--- src/rtl/lcd_bus_responder.sv ---
// lcd_bus_responder
// Emulates the bus side of a character-LCD controller so that an LCD driver
// can be exercised without a real panel. The asynchronous driver bus
// (rs/rw/en/dat) is synchronized into clk. A transaction is taken on the
// falling edge of the synchronized enable. The block keeps a 64-byte shadow
// of display RAM, an address counter (AC) with an entry direction, and an
// emulated busy flag.
//
// Ports
//   clk        system clock (only clock)
//   rst_n      asynchronous active-low reset
//   rs, rw, en LCD control lines from the driver (asynchronous to clk)
//   dat        LCD data bus, driver side
//   dat_rd     byte returned to the driver during read cycles (0 when idle)
//   dat_oe     high while dat_rd is valid (synchronized rw and en both high)
//   rd_addr    host/checker shadow-RAM read address
//   rd_data    shadow byte at rd_addr, one cycle of latency
//   busy       emulated busy flag (BUSY or CLEARING)
//   cmd_valid  one-cycle pulse per accepted instruction write
//   cmd_code   last accepted instruction byte
//   err_busy   sticky: a write strobe arrived while busy
module lcd_bus_responder #(
  parameter int          BUSY_CYCLES = 3600,
  parameter logic [7:0]  CLEAR_FILL  = 8'h20
) (
  input  logic       clk,
  input  logic       rst_n,
  input  logic       rs,
  input  logic       rw,
  input  logic       en,
  input  logic [7:0] dat,
  output logic [7:0] dat_rd,
  output logic       dat_oe,
  input  logic [5:0] rd_addr,
  output logic [7:0] rd_data,
  output logic       busy,
  output logic       cmd_valid,
  output logic [7:0] cmd_code,
  output logic       err_busy
);

  // The busy counter holds BUSY_CYCLES-1 down to 0.
  localparam int CW = (BUSY_CYCLES > 2) ? $clog2(BUSY_CYCLES) : 1;
  localparam logic [CW-1:0] CNT_LOAD = CW'(BUSY_CYCLES - 1);

  typedef enum logic [1:0] {
    ST_IDLE     = 2'd0,
    ST_BUSY     = 2'd1,
    ST_CLEARING = 2'd2
  } state_t;

  // AC step in the current entry direction; 6-bit arithmetic wraps mod 64.
  function automatic logic [5:0] ac_step(input logic [5:0] a, input logic inc);
    ac_step = inc ? (a + 6'd1) : (a - 6'd1);
  endfunction

  // Synchronizer stages and the previous synchronized enable.
  logic       rs_meta_r, rs_sync_r;
  logic       rw_meta_r, rw_sync_r;
  logic       en_meta_r, en_sync_r, en_prev_r;
  logic [7:0] dat_meta_r, dat_sync_r;

  state_t          state_r, state_nx_s;
  logic [5:0]      ac_r, ac_nx_s;
  logic            dir_r, dir_nx_s;
  logic [CW-1:0]   cnt_r, cnt_nx_s;
  logic [5:0]      fill_r, fill_nx_s;
  logic            cmd_valid_r;
  logic [7:0]      cmd_code_r;
  logic            err_busy_r;
  logic [7:0]      rd_data_r;

  logic            fall_s;
  logic            cmd_acc_s;
  logic            err_set_s;
  logic            wr_en_s;
  logic [5:0]      wr_addr_s;
  logic [7:0]      wr_data_s;

  logic [7:0]      shadow_r [64];

  // Falling edge of the synchronized enable marks the transaction cycle.
  assign fall_s = en_prev_r & ~en_sync_r;

  // Next-state, AC/direction updates and shadow write request.
  always_comb begin
    state_nx_s = state_r;
    ac_nx_s    = ac_r;
    dir_nx_s   = dir_r;
    cnt_nx_s   = cnt_r;
    fill_nx_s  = fill_r;
    cmd_acc_s  = 1'b0;
    err_set_s  = 1'b0;
    wr_en_s    = 1'b0;
    wr_addr_s  = ac_r;
    wr_data_s  = dat_sync_r;
    case (state_r)
      ST_IDLE: begin
        if (fall_s && !rw_sync_r) begin
          if (rs_sync_r) begin
            // Data write.
            wr_en_s    = 1'b1;
            ac_nx_s    = ac_step(ac_r, dir_r);
            state_nx_s = ST_BUSY;
            cnt_nx_s   = CNT_LOAD;
          end else begin
            // Instruction write.
            cmd_acc_s = 1'b1;
            if (dat_sync_r == 8'h01) begin
              ac_nx_s    = 6'd0;
              dir_nx_s   = 1'b1;
              fill_nx_s  = 6'd0;
              state_nx_s = ST_CLEARING;
            end else begin
              if (dat_sync_r[7:1] == 7'b0000001) begin
                ac_nx_s = 6'd0;
              end else if (dat_sync_r[7:2] == 6'b000001) begin
                dir_nx_s = dat_sync_r[1];
              end else if (dat_sync_r[7:6] == 2'b10) begin
                ac_nx_s = dat_sync_r[5:0];
              end else begin
                ac_nx_s = ac_r;
              end
              state_nx_s = ST_BUSY;
              cnt_nx_s   = CNT_LOAD;
            end
          end
        end else if (fall_s && rs_sync_r) begin
          // Data read completes: step AC, no busy period.
          ac_nx_s = ac_step(ac_r, dir_r);
        end else begin
          state_nx_s = ST_IDLE;
        end
      end
      ST_BUSY: begin
        err_set_s = fall_s & ~rw_sync_r;
        if (cnt_r == '0) begin
          state_nx_s = ST_IDLE;
        end else begin
          cnt_nx_s = cnt_r - 1'b1;
        end
      end
      ST_CLEARING: begin
        err_set_s = fall_s & ~rw_sync_r;
        wr_en_s   = 1'b1;
        wr_addr_s = fill_r;
        wr_data_s = CLEAR_FILL;
        fill_nx_s = fill_r + 6'd1;
        if (fill_r == 6'd63) begin
          state_nx_s = ST_BUSY;
          cnt_nx_s   = CNT_LOAD;
        end else begin
          state_nx_s = ST_CLEARING;
        end
      end
      default: begin
        state_nx_s = ST_IDLE;
      end
    endcase
  end

  // Synchronizers, controller state and registered host-side outputs.
  always_ff @(posedge clk or negedge rst_n) begin
    if (!rst_n) begin
      rs_meta_r   <= 1'b0;
      rs_sync_r   <= 1'b0;
      rw_meta_r   <= 1'b0;
      rw_sync_r   <= 1'b0;
      en_meta_r   <= 1'b0;
      en_sync_r   <= 1'b0;
      en_prev_r   <= 1'b0;
      dat_meta_r  <= 8'h00;
      dat_sync_r  <= 8'h00;
      state_r     <= ST_IDLE;
      ac_r        <= 6'd0;
      dir_r       <= 1'b1;
      cnt_r       <= '0;
      fill_r      <= 6'd0;
      cmd_valid_r <= 1'b0;
      cmd_code_r  <= 8'h00;
      err_busy_r  <= 1'b0;
      rd_data_r   <= 8'h00;
    end else begin
      rs_meta_r   <= rs;
      rs_sync_r   <= rs_meta_r;
      rw_meta_r   <= rw;
      rw_sync_r   <= rw_meta_r;
      en_meta_r   <= en;
      en_sync_r   <= en_meta_r;
      en_prev_r   <= en_sync_r;
      dat_meta_r  <= dat;
      dat_sync_r  <= dat_meta_r;
      state_r     <= state_nx_s;
      ac_r        <= ac_nx_s;
      dir_r       <= dir_nx_s;
      cnt_r       <= cnt_nx_s;
      fill_r      <= fill_nx_s;
      cmd_valid_r <= cmd_acc_s;
      if (cmd_acc_s) begin
        cmd_code_r <= dat_sync_r;
      end else begin
        cmd_code_r <= cmd_code_r;
      end
      err_busy_r  <= err_busy_r | err_set_s;
      // Reads the pre-write value when the same location is written now.
      rd_data_r   <= shadow_r[rd_addr];
    end
  end

  // Shadow RAM is deliberately outside reset so contents survive it.
  always_ff @(posedge clk) begin
    if (wr_en_s) begin
      shadow_r[wr_addr_s] <= wr_data_s;
    end
  end

  assign busy      = (state_r != ST_IDLE);
  assign dat_oe    = rw_sync_r & en_sync_r;
  assign dat_rd    = !dat_oe    ? 8'h00 :
                     rs_sync_r  ? shadow_r[ac_r] :
                                  {busy, 1'b0, ac_r};
  assign rd_data   = rd_data_r;
  assign cmd_valid = cmd_valid_r;
  assign cmd_code  = cmd_code_r;
  assign err_busy  = err_busy_r;

endmodule

--- config.mk ---
export PLATFORM = sky130hd
export DESIGN_NAME = lcd_bus_responder
export DESIGN_NICKNAME = d
export VERILOG_FILES = /design/src/rtl/lcd_bus_responder.sv
export SDC_FILE = /design/constraint.sdc
export NUM_CORES = 1
export LEC_CHECK = 0
export BUFFER_PORTS_ARGS = -buffer_cell sky130_fd_sc_hd__buf_2
export CORE_MARGIN = 4
export CORE_UTILIZATION = 57
export CTS_CLUSTER_DIAMETER = 120
export DETAILED_ROUTE_END_ITERATION = 16
export GPL_ROUTABILITY_DRIVEN = 0
export MAX_ROUTING_LAYER = met4
export PLACE_DENSITY = 0.73
export SYNTH_ARGS = -nofsm -noshare
export SYNTH_HDL_FRONTEND = slang
export SYNTH_SLANG_ARGS = --single-unit
--- constraint.sdc ---
create_clock -name clk -period 3.55 [get_ports clk]
set_clock_uncertainty 0.15 [all_clocks]
set_input_delay 0.5325 -clock clk [delete_from_list [all_inputs] [get_ports clk]]
set_output_delay 0.5325 -clock clk [all_outputs]
set_load 0.01 [all_outputs]
After elaboration in Yosys (flattened, before gate mapping):

Memories as Yosys holds them, arrays and structs flattened. A register that Yosys moved wholly into a read port is not among the register bits.
Cells that the tools add are included.

* eq/ne operators: 18
* $add $sub $neg: 4
* bitwise gates (word level): 7
* muxes and demuxes: 41
* reductions and logical operators: 17

Operators with widths (count)
* $mux W6: 12
* $mux W12: 5
* $pmux W12 S3: 1
* $mux W8: 3
* $ne A2 B2 Y1 const B: 7
* $add A6 B1 Y6 const B: 2
* $logic_not A12 Y1: 1
* $mux W2: 6
* $pmux W6 S2: 1
* $sub A12 B1 Y12 const B: 1
* $mux W1: 11
* $reduce_and A5 Y1: 2
* $eq A8 B1 Y1 const B: 1
* $reduce_and A4 Y1: 2
* $reduce_bool A2 Y1: 4
* $eq A7 B1 Y1 const B: 1
* $eq A6 B1 Y1 const B: 1
* $eq A6 B6 Y1 const B: 1
* $ne A3 B3 Y1 const B: 2
* $pmux W2 S3: 1
* $sub A6 B1 Y6 const B: 1
* $ne A5 B2 Y1 const B: 1
* $ne A5 B5 Y1 const B: 1
* $eq A2 B2 Y1 const B: 2
* 11 further kinds: 17

* register bits after elaboration: 60
* output and inout port bits: 28
* memory bits (writable): 512
* logic and storage cells: 105
* memories kept: 1

Memories
* shadow_r: words 64, width 8, rd ports 2, clocked after memory_dff 1, write ports 1, RTL line 80 `logic [7:0] shadow_r [64];`

Longest topological paths before layout:

* depth after elaboration: 7
* mapped depth: 11
* gate-level depth less buffers: 9

Worst setup path before layout:

OpenSTA, ideal clock, no wires.

* path type: register -> register
* from: reg state_r[0]
* to: mem shadow_r[0][7], data pin
* buffers on the path: 2
* data arrival time: 2.629 ns
* stages on the path, launching flop included: 6
* slack: 0.255 ns
* required time: 2.884 ns
* library setup time: 0.516 ns
* path through: dfrtp_1 -> inv_1 -> ha_1 -> clkbuf_1 -> clkbuf_1 -> nor2b_1

* word-level cells in the longest chain between the ends: 2

Ends and longest elaborated chain
* start, declared: RTL line 63 `state_t state_r, state_nx_s;`
* start signal, assigned: RTL line 193 `state_r <= state_nx_s;`
* $eq A2 B2 Y1: RTL line 97 `case (state_r)`
* $mux W8: RTL line 97
* net wr_data_s[7]: RTL line 78 `logic [7:0] wr_data_s;`
* end, declared: RTL line 80

The timed path passes the listed nets, and every way through them passes these cells.

Worst setup path in the final report:

* from: reg ac_r[0]
* to: out dat_rd[4]

* word-level cells in the longest chain between the ends: 3

Ends and longest elaborated chain
* start, declared: RTL line 64 `logic [5:0] ac_r, ac_nx_s;`
* start signal, assigned: RTL line 194 `ac_r <= ac_nx_s;`
* $mem_v2 Z64 W8
* $mux W8: RTL line 220 `rs_sync_r ? shadow_r[ac_r] :`
* $mux W8: RTL line 219 `assign dat_rd = !dat_oe ? 8'h00 :`
* end, declared: RTL line 32 `output logic [7:0] dat_rd,`

No other way between the ends.

==> impl_metrics.json <==
{
  "crit_type": "reg -> out",
  "numCtsBuffers": 58,
  "rows": 79,
  "io_pins": 47,
  "grt_pass1_wl_um": 111700,
  "combPwrFrac": 0.300,
  "finalWirelength_um": 76820,
  "leakagePower_nw": 10.81,
  "wl_per_cell_um": 33.20,
  "grt_overflow": 0,
  "cts_buffer_depth": 3,
  "dp.cells": 2164,
  "p_total_mw": 19.95,
  "pwr-share-seq": 0.387,
  "syn_nets": 1470,
  "synth-edff-count": 512,
  "hold_viol": 0,
  "io_buffers": 46,
  "crit_required_ps": 2870,
  "max_slew_margin": 0.4045,
  "ant_nets": 0,
  "route.detailed.drc": 0,
  "setup_slack_ps": -393.0,
  "switching_share": 0.2958,
  "violations": "setup timing",
  "nNetsFinal": 1688,
  "clkPwrFrac": 0.313,
  "chipHeight_um": 226.1,
  "synth_cells": 1439,
  "ys_seq_area_frac": 0.6299,
  "firstDrtPassIters": 5,
  "p_switching_mw": 5.903,
  "drive_above_1_share": 0.4033,
  "period_share": 1.111,
  "min_period_ps": 3943,
  "layout.cells.non_filler": 2314,
  "synth_seq_cells": 580,
  "endpoint_kind": "output port",
  "syn_area_mm2": 0.02711,
  "vias": 16540,
  "grt_antenna_before_repair": 2,
  "timing.fmax_mhz": 253.6,
  "hold_class": "in -> reg",
  "synth-main-ff-cell": "edfxtp_1",
  "grt_pass1_vias": 16200,
  "crit_arrival_ps": 3260,
  "hpwl_um": 50630,
  "final-setup-viol-count": 8,
  "start_util": 0.5799,
  "synth.avg_cell_area_um2": 18.84,
  "ir_worst_vdd_v": 0.0005265,
  "outcome": "finished with violations",
  "htree_levels": 2,
  "ys_types": 64,
  "dieArea_mm2": 0.05112,
  "powerDensity_mw_per_mm2": 623.9,
  "clk_latency_ps": 640,
  "worstMarginPinSlew_ps": 893.2,
  "async_reset_ff_frac": 0.1172,
  "maxCapViolCount": 0,
  "initialDrtViolationCount": 2722,
  "p_int_mw": 14.05,
  "rsz0062_at_grt": "yes",
  "critPathMaxFanout": 6,
  "ys_warn_count": 0,
  "grt_max_degree": 69,
  "clkTransAtPathRegs_ps": 60,
  "dp_slack_ps": -174.8,
  "startpoint_type": "register",
  "core-area_mm2": 0.04675,
  "cts-root-buf": "clkbuf_16",
  "n_fill_cell": 2915,
  "hold_slack_ps": 164.0,
  "area_growth_pct": 17.97,
  "clock_sinks": 580,
  "drv_slew": 0,
  "viasPerCell": 7.148,
  "cts_tree": "built",
  "grtUsageTotal": 0.3141,
  "die_w_um": 226.1
}
[state kept, by name, indices dropped and copies added, names as in the netlist, 2 cells and up]
name and flops:
cmd_code 8, cnt_r 12, fill_r 6, shadow_r 512, dat_meta_r 8, state_r 2, dat_sync_r 8, ac_r 6
rd_data 8
[cell families (layout without fill, tap and decap cells)]
kind of cell             after synthesis  after routing  synth area share
other                                  0              1                 0
AO/OA/AOI/OAI                        126            126           0.03185
adder cells (fa/ha/maj)               12             12          0.005815
flip-flops                           580            580            0.6299
XOR/XNOR                               5              5          0.001615
multiplexers                         350            350            0.2675
AND/OR/NAND/NOR                      253            253           0.04306
buffers and inverters                113            380           0.02021
[area by class of cell]
| cell class | count | area, um^2 | share of cell area |
|---|---|---|---|
| Sequential cell | 580 | 17090 | 0.5343 |
| Multi-Input combinational cell | 746 | 9768 | 0.3054 |
| Timing Repair Buffer | 250 | 2326 | 0.07273 |
| Clock buffer | 79 | 1622 | 0.05070 |
| Tap cell | 607 | 759.5 | 0.02375 |
| Clock inverter | 30 | 339.1 | 0.01060 |
| Inverter | 21 | 78.83 | 0.002465 |
| Antenna cell | 1 | 2.502 | 0.00007824 |
[power groups by stage]
stage	Clock [mW]	Sequential, mW	Combinational (mW)
floorplan	0	7.74	3.27
global placement	0	7.89	5.08
detailed placement	0	7.90	5.14
CTS	6.31	7.72	5.61
global route	6.63	7.73	6.22
finish	6.25	7.73	5.98
[cells in the final DEF (no fill, tap or decap), drive strengths merged, types with 7 or more instances in the layout]
cell,Yosys,routed
a211oi,11,11
a21oi,21,21
a22oi,8,8
a31oi,7,7
buf,56,235
clkbuf,36,81
clkinv,3,24
dfrtp,67,67
dlygate4sd3,0,12
edfxtp,512,512
ha,11,11
inv,18,18
mux2,17,17
mux2i,35,35
mux4,298,298
nand2,82,82
nand2b,7,7
nand3,20,20
nor2,84,84
nor2b,22,22
nor3,10,10
o21ai,25,25
o22ai,10,10
[metrics by stage]
step           cell area, um^2  TNS, ps    util
5_1_grt                  31980    -2839  0.6841
4_1_cts                  31750    -2830  0.6790
2_1_floorplan            27110        0       -
3_5_place_dp             29250   -174.8  0.6256
3_3_place_gp             29250   -156.5  0.6256
6_report                 31980    -2577  0.6841
[per-layer routing]
metal / global-route usage / vias to the layer above / part of all wire
met5: - / - / 0
met4: 0.1137 / 0 / 0.042
met3: 0.06850 / 210 / 0.13
met2: 0.4651 / 1277 / 0.47
met1: 0.4411 / 8563 / 0.36
li1: - / 6491 / -
[worst max-delay path, cell delays in order (launching register included)]
cell and delay, ps:
dfrtp_4 520, buf_12 170, buf_12 120, mux4_2 490
mux4_2 500, and3_4 200, a311oi_2 290, a311oi_2 120
buf_2 190
[cells in the mapped netlist, drive strengths merged (6+ instances only)]
cell type  instances  share of area
a31oi              7         0.0016
inv               18         0.0025
nor3              10         0.0018
mux4             298           0.25
a21oi             21         0.0039
dfrtp             67          0.062
a211oi            11         0.0030
mux2              17         0.0071
nand2             82          0.011
o21ai             25         0.0048
buf               56          0.012
nand3             20         0.0037
a22oi              8         0.0022
clkbuf            36         0.0050
mux2i             35          0.013
edfxtp           512           0.57
ha                11         0.0051
or3                6         0.0014
nor2b             22         0.0051
nor2              84          0.012
o22ai             10         0.0023
nand2b             7         0.0016
[final timing paths]
path	from	end	slack (ps)	cells after the start
max in group asynchronous	rst_n	ac_r[1]$_DFFE_PN0P_	2160	2
min in group asynchronous	rst_n	rd_data[6]$_DFF_PN0_	430	2
max	ac_r[0]$_DFFE_PN0P_	dat_rd[4]	-390	8
min	rd_addr[5]	rd_data[0]$_DFF_PN0_	160	3
min reg2reg	dat_meta_r[6]$_DFF_PN0_	dat_sync_r[6]$_DFF_PN0_	200	0
max reg2reg	state_r[0]$_DFFE_PN0P_	shadow_r[15][5]$_DFFE_PP_	480	8
[what timing repair did]
| item | in CTS | in global routing |
|---|---|---|
| buffers inserted | 19 | 10 |
| pin swaps | 13 | 14 |
| cloned | 3 | 1 |
| endpoints found under the hold margin | 78 | 0 |
| endpoints found under the setup margin | 8 | 8 |
| gates resized for setup | 33 | 33 |
| hold buffers | 12 | 0 |
No activity file was read; power rests on OpenSTA's default activity.
